## src/rtl/fetch_defs_pkg.sv

```systemverilog
// ============================================================================
// fetch_defs : shared constants and opcode encodings for the fetch stage
// Rev 1.0 - initial release
// ============================================================================
`default_nettype none

package fetch_defs;

  localparam int DEFAULT_DATA_WIDTH = 8;
  localparam int DEFAULT_ADDR_WIDTH = 8;

  localparam int QUEUE_DEPTH = 2;
  localparam int COUNT_WIDTH = 2;

  // Brainfuck program alphabet; OP_END terminates the program image.
  typedef enum logic [7:0] {
    OP_END        = 8'h00,
    OP_INC        = 8'h2B,
    OP_IN         = 8'h2C,
    OP_DEC        = 8'h2D,
    OP_OUT        = 8'h2E,
    OP_LEFT       = 8'h3C,
    OP_RIGHT      = 8'h3E,
    OP_LOOP_OPEN  = 8'h5B,
    OP_LOOP_CLOSE = 8'h5D
  } bf_op_e;

  function automatic logic is_end_word(input logic [7:0] word);
    return word == OP_END;
  endfunction

endpackage

`default_nettype wire

```

## src/rtl/instr_fetch_if.sv

```systemverilog
// ============================================================================
// instr_fetch_if : ROM read port, decoder handshake and redirect signals
// Rev 1.0 - initial release
// ============================================================================
`default_nettype none

interface instr_fetch_if #(
  parameter int DATA_WIDTH = fetch_defs::DEFAULT_DATA_WIDTH,
  parameter int ADDR_WIDTH = fetch_defs::DEFAULT_ADDR_WIDTH
);

  logic                  rom_ren;
  logic [ADDR_WIDTH-1:0] rom_raddr;
  logic [DATA_WIDTH-1:0] rom_rdata;

  logic                  instr_valid;
  logic [DATA_WIDTH-1:0] instr_data;
  logic [ADDR_WIDTH-1:0] instr_pc;
  logic                  instr_ready;

  logic                  jump_en;
  logic [ADDR_WIDTH-1:0] jump_addr;
  logic                  halted;

  // Fetch stage side
  modport master (
    output rom_ren, rom_raddr,
    input  rom_rdata,
    output instr_valid, instr_data, instr_pc,
    input  instr_ready,
    input  jump_en, jump_addr,
    output halted
  );

  // ROM / decoder / loop-logic side
  modport slave (
    input  rom_ren, rom_raddr,
    output rom_rdata,
    input  instr_valid, instr_data, instr_pc,
    output instr_ready,
    output jump_en, jump_addr,
    input  halted
  );

endinterface

`default_nettype wire

```

## src/rtl/fetch_queue2.sv

```systemverilog
// ============================================================================
// fetch_queue2 : two-entry {word, pc} FIFO, head held in entry 0
// Rev 1.0 - initial release
// ============================================================================
`default_nettype none

module fetch_queue2
  import fetch_defs::*;
#(
  parameter int DATA_WIDTH = DEFAULT_DATA_WIDTH,
  parameter int ADDR_WIDTH = DEFAULT_ADDR_WIDTH
) (
  input  logic                   clk,
  input  logic                   rst,
  input  logic                   flush,
  input  logic                   push,
  input  logic [DATA_WIDTH-1:0]  push_word,
  input  logic [ADDR_WIDTH-1:0]  push_pc,
  input  logic                   pop,
  output logic [DATA_WIDTH-1:0]  head_word,
  output logic [ADDR_WIDTH-1:0]  head_pc,
  output logic [COUNT_WIDTH-1:0] count
);

  logic [DATA_WIDTH-1:0] word0, word1;
  logic [ADDR_WIDTH-1:0] pc0, pc1;
  logic                  pop_ok;
  logic                  push_ok;

  assign pop_ok  = pop && (count != '0);
  assign push_ok = push && ((count != COUNT_WIDTH'(QUEUE_DEPTH)) || pop_ok);

  assign head_word = word0;
  assign head_pc   = pc0;

  always_ff @(posedge clk or posedge rst) begin
    if (rst) begin
      word0 <= '0;
      word1 <= '0;
      pc0   <= '0;
      pc1   <= '0;
      count <= '0;
    end else if (flush) begin
      count <= '0;
    end else begin
      case ({push_ok, pop_ok})
        2'b10: begin
          if (count == '0) begin
            word0 <= push_word;
            pc0   <= push_pc;
          end else begin
            word1 <= push_word;
            pc1   <= push_pc;
          end
          count <= count + COUNT_WIDTH'(1);
        end
        2'b01: begin
          word0 <= word1;
          pc0   <= pc1;
          count <= count - COUNT_WIDTH'(1);
        end
        2'b11: begin
          // Simultaneous push/pop keeps occupancy; the new word lands behind any survivor.
          if (count == COUNT_WIDTH'(1)) begin
            word0 <= push_word;
            pc0   <= push_pc;
          end else begin
            word0 <= word1;
            pc0   <= pc1;
            word1 <= push_word;
            pc1   <= push_pc;
          end
        end
        default: ;
      endcase
    end
  end

endmodule

`default_nettype wire

```

## src/rtl/instr_fetch.sv

```systemverilog
// ============================================================================
// instr_fetch : PC owner, ROM read issue, 2-deep buffering and jump redirect
// Rev 1.0 - initial release
// ============================================================================
`default_nettype none

module instr_fetch
  import fetch_defs::*;
#(
  parameter int                    DATA_WIDTH = DEFAULT_DATA_WIDTH,
  parameter int                    ADDR_WIDTH = DEFAULT_ADDR_WIDTH,
  parameter logic [ADDR_WIDTH-1:0] RESET_PC   = '0
) (
  input  logic          clk,
  input  logic          rst,
  instr_fetch_if.master bus
);

  logic [ADDR_WIDTH-1:0]  pc;
  logic                   inflight;
  logic [ADDR_WIDTH-1:0]  inflight_addr;
  logic                   stop;

  logic [DATA_WIDTH-1:0]  head_word;
  logic [ADDR_WIDTH-1:0]  head_pc;
  logic [COUNT_WIDTH-1:0] count;

  logic                   head_present;
  logic                   head_is_end;
  logic                   pop;
  logic                   jump;
  logic                   ret_end;
  logic [2:0]             occupancy;
  logic                   seq_issue;
  logic                   issue;
  logic [ADDR_WIDTH-1:0]  fetch_addr;

  assign head_present = (count != '0);
  assign head_is_end  = (head_word == DATA_WIDTH'(OP_END));

  assign bus.instr_valid = head_present && !head_is_end;
  assign bus.halted      = head_present && head_is_end;
  assign bus.instr_data  = head_word;
  assign bus.instr_pc    = head_pc;

  assign pop     = bus.instr_valid && bus.instr_ready;
  assign jump    = bus.jump_en && !bus.halted;
  assign ret_end = inflight && (bus.rom_rdata == DATA_WIDTH'(OP_END));

  // Words buffered or on their way after this cycle; a pop implies count >= 1.
  assign occupancy = 3'(count) + 3'(inflight) - 3'(pop);
  assign seq_issue = (occupancy < 3'd2) && !stop && !bus.halted && !ret_end;

  // Reset is asynchronous, so the read port is held quiet while it is asserted.
  assign issue      = !rst && (jump || seq_issue);
  assign fetch_addr = jump ? bus.jump_addr : pc;

  assign bus.rom_ren   = issue;
  assign bus.rom_raddr = fetch_addr;

  always_ff @(posedge clk or posedge rst) begin
    if (rst) begin
      pc            <= RESET_PC;
      inflight      <= 1'b0;
      inflight_addr <= '0;
      stop          <= 1'b0;
    end else begin
      inflight <= issue;
      if (issue) begin
        inflight_addr <= fetch_addr;
        pc            <= fetch_addr + ADDR_WIDTH'(1);
      end
      if (jump) begin
        stop <= 1'b0;
      end else if (ret_end) begin
        stop <= 1'b1;
      end
    end
  end

  // A redirect flushes the queue and drops the word returning this cycle.
  fetch_queue2 #(
    .DATA_WIDTH (DATA_WIDTH),
    .ADDR_WIDTH (ADDR_WIDTH)
  ) u_queue (
    .clk       (clk),
    .rst       (rst),
    .flush     (jump),
    .push      (inflight && !jump),
    .push_word (bus.rom_rdata),
    .push_pc   (inflight_addr),
    .pop       (pop),
    .head_word (head_word),
    .head_pc   (head_pc),
    .count     (count)
  );

endmodule

`default_nettype wire
```

## src/flat_wrapper.sv

```systemverilog
// flat-port wrapper written by rule: the top's interface ports become plain ports
module instr_fetch_flat import fetch_defs::*;
#(
  parameter int                    DATA_WIDTH = DEFAULT_DATA_WIDTH,
  parameter int                    ADDR_WIDTH = DEFAULT_ADDR_WIDTH,
  parameter logic [ADDR_WIDTH-1:0] RESET_PC   = '0
)
  (clk, rst, bus_rom_ren, bus_rom_raddr, bus_rom_rdata, bus_instr_valid, bus_instr_data, bus_instr_pc, bus_instr_ready, bus_jump_en, bus_jump_addr, bus_halted);
  instr_fetch_if #(.DATA_WIDTH(DATA_WIDTH), .ADDR_WIDTH(ADDR_WIDTH)) bus_i ();
  input  logic clk;
  input  logic rst;
  output wire logic [$bits(bus_i.rom_ren)-1:0] bus_rom_ren;
  output wire logic [$bits(bus_i.rom_raddr)-1:0] bus_rom_raddr;
  input wire logic [$bits(bus_i.rom_rdata)-1:0] bus_rom_rdata;
  output wire logic [$bits(bus_i.instr_valid)-1:0] bus_instr_valid;
  output wire logic [$bits(bus_i.instr_data)-1:0] bus_instr_data;
  output wire logic [$bits(bus_i.instr_pc)-1:0] bus_instr_pc;
  input wire logic [$bits(bus_i.instr_ready)-1:0] bus_instr_ready;
  input wire logic [$bits(bus_i.jump_en)-1:0] bus_jump_en;
  input wire logic [$bits(bus_i.jump_addr)-1:0] bus_jump_addr;
  output wire logic [$bits(bus_i.halted)-1:0] bus_halted;
  assign bus_rom_ren = bus_i.rom_ren;
  assign bus_rom_raddr = bus_i.rom_raddr;
  assign bus_i.rom_rdata = bus_rom_rdata;
  assign bus_instr_valid = bus_i.instr_valid;
  assign bus_instr_data = bus_i.instr_data;
  assign bus_instr_pc = bus_i.instr_pc;
  assign bus_i.instr_ready = bus_instr_ready;
  assign bus_i.jump_en = bus_jump_en;
  assign bus_i.jump_addr = bus_jump_addr;
  assign bus_halted = bus_i.halted;
  instr_fetch #(.DATA_WIDTH(DATA_WIDTH), .ADDR_WIDTH(ADDR_WIDTH), .RESET_PC(RESET_PC)) u_core (.clk(clk), .rst(rst), .bus(bus_i));
endmodule
```

## config.mk

```make
export PLATFORM = sky130hd
export DESIGN_NAME = instr_fetch_flat
export DESIGN_NICKNAME = d
export VERILOG_FILES = /design/src/rtl/fetch_defs_pkg.sv /design/src/rtl/instr_fetch_if.sv /design/src/rtl/fetch_queue2.sv /design/src/rtl/instr_fetch.sv /design/src/flat_wrapper.sv
export SDC_FILE = /design/constraint.sdc
export NUM_CORES = 1
export LEC_CHECK = 0
export BUFFER_PORTS_ARGS = -buffer_cell sky130_fd_sc_hd__buf_2
export CAP_MARGIN = 20
export CORE_MARGIN = 2
export CORE_UTILIZATION = 54
export DETAILED_ROUTE_END_ITERATION = 16
export PLACE_DENSITY = 0.77
export SETUP_SLACK_MARGIN = 0.1
export SYNTH_ARGS = -nofsm -noshare
export SYNTH_HDL_FRONTEND = slang
export SYNTH_SLANG_ARGS = --single-unit
```

## constraint.sdc

```tcl
create_clock -name clk -period 12.65 [get_ports clk]
set_clock_uncertainty 0.15 [all_clocks]
set_input_delay 3.795 -clock clk [delete_from_list [all_inputs] [get_ports clk]]
set_output_delay 3.795 -clock clk [all_outputs]
set_load 0.01 [all_outputs]
```

## After elaboration in Yosys (flattened, before gate mapping)

Index checks and enable logic that the tools add are counted.

| cells by class | value |
|---|---|
| add/sub/neg operators | 5 |
| order comparisons | 1 |
| equal/unequal tests | 8 |
| mux-type cells | 17 |
| bitwise gates (word level) | 1 |
| reduce and logical (&&, ||, !) cells | 30 |

Operators with widths:

| kind | count |
|---|---|
| 2-to-1 mux 8 bit | 9 |
| case mux 8 bit (3 select lines) | 2 |
| case mux 8 bit (2 select lines) | 2 |
| zero test 8 bit | 2 |
| logical AND 1 bit | 12 |
| adder 8 x 1 -> 8 bit (second input constant) | 1 |
| != test 2 bit (second input constant) | 4 |
| zero test 1 bit | 6 |
| nonzero test 2 bit | 3 |
| nonzero test 3 bit | 2 |
| equality test 2 x 1 -> 1 bit (second input constant) | 2 |
| equality test 2 bit (second input constant) | 2 |
| case mux 2 bit (2 select lines) | 1 |
| AND reduction 4 bit | 1 |
| adder 2 x 1 -> 3 bit | 1 |
| less-than comparator 3 x 2 -> 1 bit (second input constant) | 1 |
| AND reduction 3 bit | 1 |
| subtractor 3 x 1 -> 3 bit | 1 |
| adder 2 x 1 -> 2 bit (second input constant) | 1 |
| zero test 2 bit | 1 |
| logical OR 1 bit | 2 |
| 2-to-1 mux 1 bit | 2 |
| 2-to-1 mux 2 bit | 1 |
| subtractor 2 x 1 -> 2 bit (second input constant) | 1 |
| NOT 1 bit | 1 |

| storage, ports and cells | value |
|---|---|
| bits in registers | 52 |
| output and inout port bits | 27 |
| word-level logic and storage cells | 71 |

## Depth between registers and ports, before layout

Gate-level depths: netlist of the first run.

| logic depth | value |
|---|---|
| word-level depth | 11 |
| gate-level depth with buffers | 14 |
| mapped depth without buffers | 13 |

## By module

A second synthesis of the first run with hierarchy kept.

| second synthesis, totals | value |
|---|---|
| cell total of the unflattened synthesis | 267 |
| area, all modules | 2,840.2 sq um |

By module, submodules not included:

| module | times used | cells each | area each (sq um) | sequential area each (sq um) |
|---|---|---|---|---|
| fetch_queue2 | 1 | 128 | 1,596.5 | 850.8 |
| instr_fetch | 1 | 139 | 1,243.7 | 450.4 |

## Worst setup path after synthesis of the first run

No wires, ideal clock.

| timing | value |
|---|---|
| kind | input-to-output |
| start point | input port bus_instr_ready |
| end point | output port bus_rom_ren |
| data arrival time | 5,676 ps |
| required time | 8,705 ps |
| path slack | 3,029 ps |
| cell stages on the path | 10 |
| buffers on the path | 1 |
| cells stage by stage | o211ai_4 -> inv_2 -> ha_1 -> nand2b_1 -> fa_1 -> xnor2_1 -> a31o_2 -> nand2_1 -> clkinv_1 -> buf_2 |

| on the way | value |
|---|---|
| word-level cells in the longest chain between the ends | 8 |

Ends and longest elaborated chain:

| element | RTL line | text |
|---|---|---|
| start, declared | flat_wrapper.sv:18 | `input wire logic [$bits(bus_i.instr_ready)-1:0] bus_instr_ready;` |
| logical AND 1 bit | instr_fetch.sv:46 | `assign pop = bus.instr_valid && bus.instr_ready;` |
| subtractor 3 x 1 -> 3 bit | instr_fetch.sv:51 | `assign occupancy = 3'(count) + 3'(inflight) - 3'(pop);` |
| less-than comparator 3 x 2 -> 1 bit | instr_fetch.sv:52 | `assign seq_issue = (occupancy < 3'd2) && !stop && !bus.halted && !ret_end;` |
| logical AND 1 bit (3 in a row) | instr_fetch.sv:52 |  |
| logical OR 1 bit | instr_fetch.sv:55 | `assign issue = !rst && (jump \|\| seq_issue);` |
| logical AND 1 bit | instr_fetch.sv:55 |  |
| end, declared | flat_wrapper.sv:12 | `output wire logic [$bits(bus_i.rom_ren)-1:0] bus_rom_ren;` |

No other way between the ends.

## Worst setup path after layout of the first run

Same ends and word-level chain as after synthesis.

==> results of run 1 <==
[final cells by class]
type | instances | area (um2)
repair buffers | 48 | 258
fillers | 421 | 1880
multi-input cells | 183 | 1380
clock inverters | 1 | 30.0
well taps | 70 | 87.6
clock buffers | 5 | 68.8
flip-flops and latches | 52 | 1300
inverters | 9 | 33.8
[stage by stage]
| stage | worst slack (ns) | instances | utilization | hold WS [ns] |
|---|---|---|---|---|
| final | 2.44 | 368 | 0.627 | 0.339 |
| after CTS | 2.43 | 367 | 0.623 | 0.345 |
| after floorplan | 3.03 | 256 | - | 0.299 |
| after detailed placement | 2.45 | 361 | 0.603 | 0.325 |
| after global placement | 2.50 | 361 | 0.603 | 0.317 |
| after global routing | 2.24 | 368 | 0.627 | 0.365 |
[cells in the mapped netlist (2+ instances only)]
cell       n
a31oi_1    3
inv_1      7
nor2_2     2
buf_6      3
nand3_1   11
a21o_1     2
nand2_1   23
xnor2_1    2
a31o_2     2
dfrtp_1   52
or3_1      2
mux2i_1   19
a21oi_1   12
or2_2      2
clkbuf_1   5
ha_1       5
o21ai_0    3
xor2_1     2
mux2_1    10
a21oi_2   10
o22ai_1    2
nor2_1    25
mux2_2    17
nor3_1     5
buf_2      2
a211oi_1   2
[critical path, stage by stage]
cell,delay [ns]
buf_2,0.11
o211ai_4,0.10
inv_2,0.11
ha_1,0.27
nand2b_1,0.16
fa_1,0.41
xnor2_1,0.13
a31o_2,0.31
nand2_1,0.10
clkinv_1,0.44
buf_2,0.32
[where the power goes]
| part | internal, mW | total, mW | switching (mW) |
|---|---|---|---|
| Sequential | 0.248 | 0.307 | 0.0586 |
| Clock | 0.0568 | 0.107 | 0.0504 |
| Combinational | 0.161 | 0.345 | 0.185 |
| Total | 0.466 | 0.760 | 0.294 |
[kinds of logic after synthesis]
| group | count (synthesis) | synth area share |
|---|---|---|
| muxes | 47 | 0.182 |
| AOI/OAI and AO/OA | 50 | 0.142 |
| adders and majority gates | 6 | 0.0295 |
| DFF | 52 | 0.464 |
| xor gates and xnor gates | 4 | 0.0125 |
| buffers and inverters | 21 | 0.0442 |
| and+or+nand+nor | 76 | 0.126 |
[per-layer routing]
metal | vias to the layer above | part of all wire
met5 | - | 0
met4 | 0 | 0.012
met3 | 6 | 0.043
met2 | 57 | 0.49
met1 | 994 | 0.46
li1 | 996 | -
[flip-flops by register name, summed over array words and instances, names as in the netlist]
register / cells
u_core.inflight: 1
u_core.inflight_addr: 8
u_core.pc: 8
u_core.stop: 1
u_core.u_queue.count: 2
u_core.u_queue.head_pc: 8
u_core.u_queue.head_word: 8
u_core.u_queue.pc1: 8
u_core.u_queue.word1: 8
[worst paths after layout]
| check | start | end | slack [ns] |
|---|---|---|---|
| max | bus_instr_ready | bus_rom_ren | 2.44 |
| min reg2reg | u_core.u_queue.word1[3]$_DFFE_PP0P_ | u_core.u_queue.word1[3]$_DFFE_PP0P_ | 0.34 |
| min | u_core.u_queue.word1[3]$_DFFE_PP0P_ | u_core.u_queue.word1[3]$_DFFE_PP0P_ | 0.34 |
| min in group asynchronous | rst | u_core.u_queue.count[1]$_DFFE_PP0P_ | 3.26 |
| max reg2reg | u_core.u_queue.head_word[1]$_DFFE_PP0P_ | u_core.inflight_addr[0]$_DFFE_PP0P_ | 8.50 |
| max in group asynchronous | rst | u_core.u_queue.head_word[1]$_DFFE_PP0P_ | 8.61 |
==> results.yml, run 1 <==
grt:
  grt_util_all_layers: 0.207
  grt_pass1_vias: 2001
  met3_usage: 0.0498
  grt_pass1_wl_mm: 9.74
  use_met1: 0.287
  grtUsageMet2: 0.334
  grt_antenna_before_repair: 0
  grt.overflow.total: 0
  grt_busiest_layer: "met2"
  grt_max_degree: 53
logic_synthesis:
  syn_nets: 282
  synthTopCellsByArea: "dfrtp_1, mux2_2, mux2i_1, mux2_1, nor2_1"
  async_reset_ff_frac: 1.00
  synthesis.instances: 256
  synth-seq-cells: 52
  synth_top_area_frac: 0.464
  yosysUniqueCellTypes: 52
  yosys.area.top_type: "dfrtp_1"
  syn_area_mm2: 0.00280
  synth-seq-area-share: 0.464
  ys_warn_count: 0
  synth_ff_type: "dfrtp_1"
  synth-edff-count: 0
  syn_area_per_cell_um2: 10.9
outcome:
  status: "completed"
cts:
  cts_tree: "done"
  cts_setup_buffers: 0
  clk_path_buf_depth: 2
  hold_buffers: 0
  cts_resized: 0
  path_clk_slew_ns: 0.09
  cts_max_level: 2
  clkLatencyLatePin_ns: 0.30
  cts_root_buffer: "clkbuf_8"
  clkSinkCount: 52
  cts_buffers: 5
sta:
  post-route-period-util: 0.807
  tightest_slew_ns: 0.904
  max_freq_mhz: 98.0
  tns_ns: 0
  hold_viol_final: 0
  drv_slew: 0
  fin_crit_ns: 10.21
  setup_violations: 0
  maxSlewHeadroom: 0.398
  rsz0062_at_grt: "false"
setup_path:
  ff2ff_path_depth: 11
  crit_required_ns: 8.70
  worstSetupEndpointType: "output port"
  crit_path_max_fanout: 17
  start_kind: "primary input"
  path_class: "primary input to output port"
  cp.arrival_ns: 6.26
finish:
  final_common_cell: "dfrtp_1"
  synthToLayoutAreaGrowth_pct: 12.8
  mostFrequentLayoutCells: "dfrtp_1, buf_2, nor2_1"
  diodes: 0
  fin_area_mm2: 0.00316
  layout-drive-gt1-share: 0.322
  final_nets: 325
detailed_routing:
  ant_nets: 0
  route.detailed.drc: 0
  dr.pass1.iters: 4
  vias: 2053
  routed_wl_mm: 5.59
  viasPerCell: 5.58
  wire_per_inst_um: 15.2
  first_iter_violations: 96
floorplanning:
  rows: 26
  core_area_mm2: 0.00504
  io_pins: 47
  dieWidth_um: 76.0
  start_util: 0.556
  die_y_um: 76.0
  design.die.area_mm2: 0.00578
job:
  cap_violations: 0
pwr:
  p_per_area_mw_per_mm2: 240
  irDropWorstVdd_uv: 128
  p_leak_nw: 1.51
  power_uw: 760
placed_design:
  place_area_mm2: 0.00304
  numPortBuffers: 46
  hpwl_mm: 3.92
  finalWeightedCongestion: 0.840
min_path:
  hp-class: "register to register"
  worstHoldPathCells: 1
Note: power is estimated with default switching activity, not from simulation.
==> inputs of run 2 (changes only) <==
Settings changed: CORE_UTILIZATION 54 to 51, PLACE_DENSITY 0.77 to 0.76.
Clock period 12.65 ns to 9.08 ns, I/O delays scaled along.
==> run 2 against run 1 <==
- die area is 5.6% higher
- count of clock-buffer cells in the layout is 1 higher
- final area is 0.12% higher
- total power is 41% higher
- global-route usage is 0.13 points higher
- register-to-register slack worse by 3.3 ns
- first-iteration DRC count is 39% higher
- sequential share of layout area hardly changed
- sequential cell count stayed put
==> results.yml, run 2 (same netlist as run 1, synthesis figures left out) <==
setup_path:
  start_kind: "primary input"
  cp_slowest_cell: "fa_1"
  path_class: "primary input to output port"
  crit_family: "adder cells"
  path_buf_inv: 4
  crit_path_max_fanout: 8
  critPathMaxStageDelay_ns: 0.40
  crit_required_ns: 6.21
  cp_common_cell: "buf_2"
  worstPathCellList: "buf_2 -> o211ai_4 -> inv_2 -> ha_1 -> nand2b_1 -> fa_1 -> xnor2_1 -> a31o_2 -> nand2_1 -> clkinv_1 -> buf_2"
  cp.arrival_ns: 4.69
  worstSetupEndpointType: "output port"
pwr:
  power_mw: 1.07
  power_frac_seq: 0.398
  p_per_area_mw_per_mm2: 339
  internal-power_uw: 654
  p_leak_nw: 1.52
  pwr-share-clk: 0.146
  pwr-share-comb: 0.456
  netSwitchingPower_uw: 420
  irDropWorstVdd_uv: 201
  switching_share: 0.391
finish:
  final_nets: 326
  fin_area_mm2: 0.00316
  final_core_util: 0.608
  synthToLayoutAreaGrowth_pct: 12.9
  n_fill_cell: 454
  final_common_cell: "dfrtp_1"
  diodes: 0
  seqCellArea_mm2: 0.00130
  layout.cells.non_filler: 371
  mostFrequentLayoutCells: "dfrtp_1, buf_2, nor2_1"
  multi_input_area_mm2: 0.00138
  layout-drive-gt1-share: 0.326
sta:
  drv_slew: 0
  rsz0062_at_grt: "false"
  tightest_slew_ns: 0.847
  max_freq_mhz: 132
  maxSlewHeadroom: 0.436
  hold_viol_final: 0
  fin_crit_ns: 7.56
  post-route-period-util: 0.833
  tns_ns: 0
  setup_violations: 0
grt:
  grt.overflow.total: 0
  grt_pass1_vias: 2124
  grt_pass1_wl_mm: 10.1
  grt_util_all_layers: 0.209
  grt_max_degree: 47
  grt_antenna_before_repair: 0
detailed_routing:
  ant_nets: 0
  vias: 2096
  dr.pass1.iters: 4
  wire_per_inst_um: 15.7
  route.detailed.drc: 0
  routed_wl_mm: 5.81
  viasPerCell: 5.65
  first_iter_violations: 133
floorplanning:
  dieWidth_um: 78.1
  core_area_mm2: 0.00520
  design.die.area_mm2: 0.00610
  die_y_um: 78.1
  start_util: 0.538
  io_pins: 47
  rows: 26
cts:
  cts_root_buffer: "clkbuf_8"
  cts_setup_buffers: 0
  cts_max_level: 2
  clk_path_buf_depth: 2
  cts_resized: 0
  hold_buffers: 0
  path_clk_slew_ns: 0.09
  cts_tree: "done"
  clkLatencyLatePin_ns: 0.30
  clkSinkCount: 52
  cts_buffers: 5
outcome:
  status: "completed"
placed_design:
  place_area_mm2: 0.00306
  numPortBuffers: 46
  finalWeightedCongestion: 0.861
  dp_cells: 363
  hpwl_mm: 4.14
job:
  cap_violations: 0
min_path:
  hp-class: "register to register"
==> run 2: cell count changes in the layout (fill, tap and decap cells not counted) <==
cell	previous run	this run
clkinv_2	0	1
clkbuf_1	0	1
buf_12	1	0
buf_4	1	3
==> run 2: final timing paths <==
| kind | from | end | slack, ns | depth (start not counted) |
|---|---|---|---|---|
| setup reg to reg | u_core.u_queue.head_word[1]$_DFFE_PP0P_ | u_core.inflight_addr[5]$_DFFE_PP0P_ | 5.15 | 12 |
| max in group asynchronous | rst | u_core.u_queue.word1[6]$_DFFE_PP0P_ | 5.78 | 3 |
| hold reg to reg | u_core.u_queue.word1[5]$_DFFE_PP0P_ | u_core.u_queue.word1[5]$_DFFE_PP0P_ | 0.34 | 1 |
| hold / removal | u_core.u_queue.word1[5]$_DFFE_PP0P_ | u_core.u_queue.word1[5]$_DFFE_PP0P_ | 0.34 | 1 |
| min in group asynchronous | rst | u_core.pc[0]$_DFFE_PP0P_ | 2.17 | 2 |
| setup / recovery | bus_instr_ready | bus_rom_ren | 1.52 | 11 |
==> run 2: power groups by stage <==
stage / Sequential (mW) / Combinational, mW / Clock [mW]
6_report: 0.427 / 0.490 / 0.157
5_1_grt: 0.446 / 0.547 / 0.169
4_1_cts: 0.426 / 0.495 / 0.159
3_5_place_dp: 0.431 / 0.492 / 0
3_3_place_gp: 0.426 / 0.476 / 0
2_1_floorplan: 0.427 / 0.363 / 0
==> run 2: through the flow <==
stage / worst slack (ns) / hold slack, ns
5_1_grt: 1.38 / 0.370
3_5_place_dp: 1.53 / 0.324
2_1_floorplan: 1.60 / 0.299
3_3_place_gp: 1.57 / 0.317
4_1_cts: 1.52 / 0.344
6_report: 1.52 / 0.342
==> run 2: cell type report <==
type | count | share of cell area
timing repair buffer | 49 | 0.0799
tap | 70 | 0.0277
inverter | 9 | 0.0107
clock inverter | 2 | 0.0111
clock buffer | 6 | 0.0229
sequential | 52 | 0.411
multi-input combinational | 183 | 0.437
==> run 2: routing by layer <==
metal	wire, um	track usage	vias up
met3	335	0.0506	5
li1	-	-	999
met2	2820	0.338	68
met1	2620	0.287	1024
met4	38	0.0456	0
met5	0	0	-
==> inputs of run 3 (changes only) <==
Clock period 9.08 ns to 6.5 ns, I/O delays scaled along.
==> run 3 against run 2 <==
- total power increased by 36%
- register-to-register slack got worse by 2.5 ns
- clock power increased by 21%
- sequential cell count unchanged
- combinational power increased by 38%
- sequential power increased by 39%
- wire length decreased by 3.1%
- sequential share of layout area increased by 0.065 points
- critical path depth unchanged
- setup slack got worse by 1.0 ns
- critical path type unchanged
- largest power group unchanged
- highest routed layer unchanged
==> results.yml, run 3 (same netlist as run 1, synthesis figures left out) <==
pwr:
  irDropWorstVdd_uv: 248
  pwr-share-comb: 0.464
  p_leak_nw: 1.51
  pwr-share-clk: 0.130
  p_per_area_mw_per_mm2: 463
  power_frac_seq: 0.406
  switching_share: 0.401
  netSwitchingPower_uw: 585
  internal-power_uw: 876
job:
  cap_violations: 0
cts:
  cts_resized: 0
  hold_buffers: 0
  clkSinkCount: 52
  path_clk_slew_ns: 0.09
  cts_tree: "done"
  cts_buffers: 5
  cts_max_level: 2
  clkLatencyLatePin_ns: 0.31
  cts_root_buffer: "clkbuf_8"
  cts_setup_buffers: 0
  clk_path_buf_depth: 2
floorplanning:
  start_util: 0.538
  core_area_mm2: 0.00520
  rows: 26
  io_pins: 47
  design.die.area_mm2: 0.00610
  die_y_um: 78.1
  dieWidth_um: 78.1
detailed_routing:
  wire_per_inst_um: 15.2
  viasPerCell: 5.57
  dr.pass1.iters: 4
  routed_wl_mm: 5.63
  route.detailed.drc: 0
  ant_nets: 0
  vias: 2067
  first_iter_violations: 85
min_path:
  hp-class: "register to register"
setup_path:
  r2r_setup_slack_ns: 2.63
  crit_path_max_fanout: 8
  crit_required_ns: 4.40
  start_kind: "primary input"
  worstSetupEndpointType: "output port"
  cp.arrival_ns: 3.88
  path_class: "primary input to output port"
finish:
  multi_input_area_mm2: 0.00138
  synthToLayoutAreaGrowth_pct: 12.7
  n_fill_cell: 459
  diodes: 0
  layout.cells.non_filler: 371
  mostFrequentLayoutCells: "dfrtp_1, buf_2, nor2_1"
  seqCellArea_mm2: 0.00130
  final_nets: 326
  layout-drive-gt1-share: 0.329
  final_common_cell: "dfrtp_1"
placed_design:
  dp_cells: 363
  hpwl_mm: 4.01
  finalWeightedCongestion: 0.880
  numPortBuffers: 46
sta:
  drv_slew: 0
  maxSlewHeadroom: 0.417
  tightest_slew_ns: 0.875
  rsz0062_at_grt: "false"
  max_freq_mhz: 167
  post-route-period-util: 0.921
  tns_ns: 0
  setup_violations: 0
  fin_crit_ns: 5.98
  hold_viol_final: 0
grt:
  grt_antenna_before_repair: 0
  grt_pass1_vias: 1958
  grt.overflow.total: 0
  grt_max_degree: 34
  grt_pass1_wl_mm: 9.55
  grt_util_all_layers: 0.200
outcome:
  status: "completed"
-- run 3: cell types whose count changed in the layout (fill, tap and decap cells not counted), sizes merged --
| cell | before | now |
|---|---|---|
| bufinv | 1 | 0 |
| inv | 8 | 9 |
| clkbuf | 6 | 5 |
| clkinvlp | 0 | 1 |
-- run 3: power by group through the flow --
stage	Combinational (mW)	Sequential [mW]	Clock, mW
2_1_floorplan	0.507	0.597	0
3_3_place_gp	0.665	0.592	0
3_5_place_dp	0.683	0.600	0
4_1_cts	0.686	0.593	0.194
5_1_grt	0.758	0.617	0.210
6_report	0.678	0.594	0.190
-- run 3: final timing paths --
kind                                                               from                                 endpoint  cells past startpoint
worst min-delay path                u_core.u_queue.word1[1]$_DFFE_PP0P_      u_core.u_queue.word1[1]$_DFFE_PP0P_                      1
max in group asynchronous                                           rst  u_core.u_queue.head_word[2]$_DFFE_PP0P_                      3
worst min register to register      u_core.u_queue.word1[1]$_DFFE_PP0P_      u_core.u_queue.word1[1]$_DFFE_PP0P_                      1
min in group asynchronous                                           rst                 u_core.pc[7]$_DFFE_PP0P_                      2
worst max-delay path                                    bus_instr_ready                              bus_rom_ren                     11
worst max register to register  u_core.u_queue.head_word[1]$_DFFE_PP0P_      u_core.inflight_addr[0]$_DFFE_PP0P_                     12
-- run 3: per-layer routing --
| metal | vias up | global-route usage | routed length [um] | part of all wire |
|---|---|---|---|---|
| met5 | - | 0 | 0 | 0 |
| met4 | 0 | 0.0772 | 121 | 0.021 |
| met3 | 9 | 0.0276 | 249 | 0.044 |
| met2 | 58 | 0.310 | 2620 | 0.47 |
| met1 | 999 | 0.285 | 2640 | 0.47 |
| li1 | 1001 | - | - | - |
-- run 3: worst max-delay path: stages --
cell and delay [ns]:
buf_2 0.11, o211ai_4 0.11, inv_2 0.11, ha_1 0.27, nand2b_1 0.16, fa_1 0.40
xnor2_1 0.13, a31o_2 0.31, nand2_1 0.11, clkinv_1 0.08, buf_2 0.14
-- run 3: through the flow --
step | util | instance area, um2 | hold WS [ns] | total power, mW | setup slack [ns]
2_1_floorplan | - | 2800 | 0.299 | 1.10 | 0.569
3_3_place_gp | 0.586 | 3050 | 0.317 | 1.26 | 0.548
3_5_place_dp | 0.590 | 3070 | 0.324 | 1.28 | 0.520
4_1_cts | 0.607 | 3160 | 0.346 | 1.47 | 0.512
5_1_grt | 0.607 | 3160 | 0.360 | 1.59 | 0.359
6_report | 0.607 | 3160 | 0.344 | 1.46 | 0.516
-- run 3: layout make-up --
type                    instances  area share
clock buffers                   5      0.0218
clock inverters                 3     0.00673
inverters                       9      0.0107
multi-input cells             183       0.437
flip-flops and latches         52       0.412
well taps                      70      0.0277
repair buffers                 49      0.0840
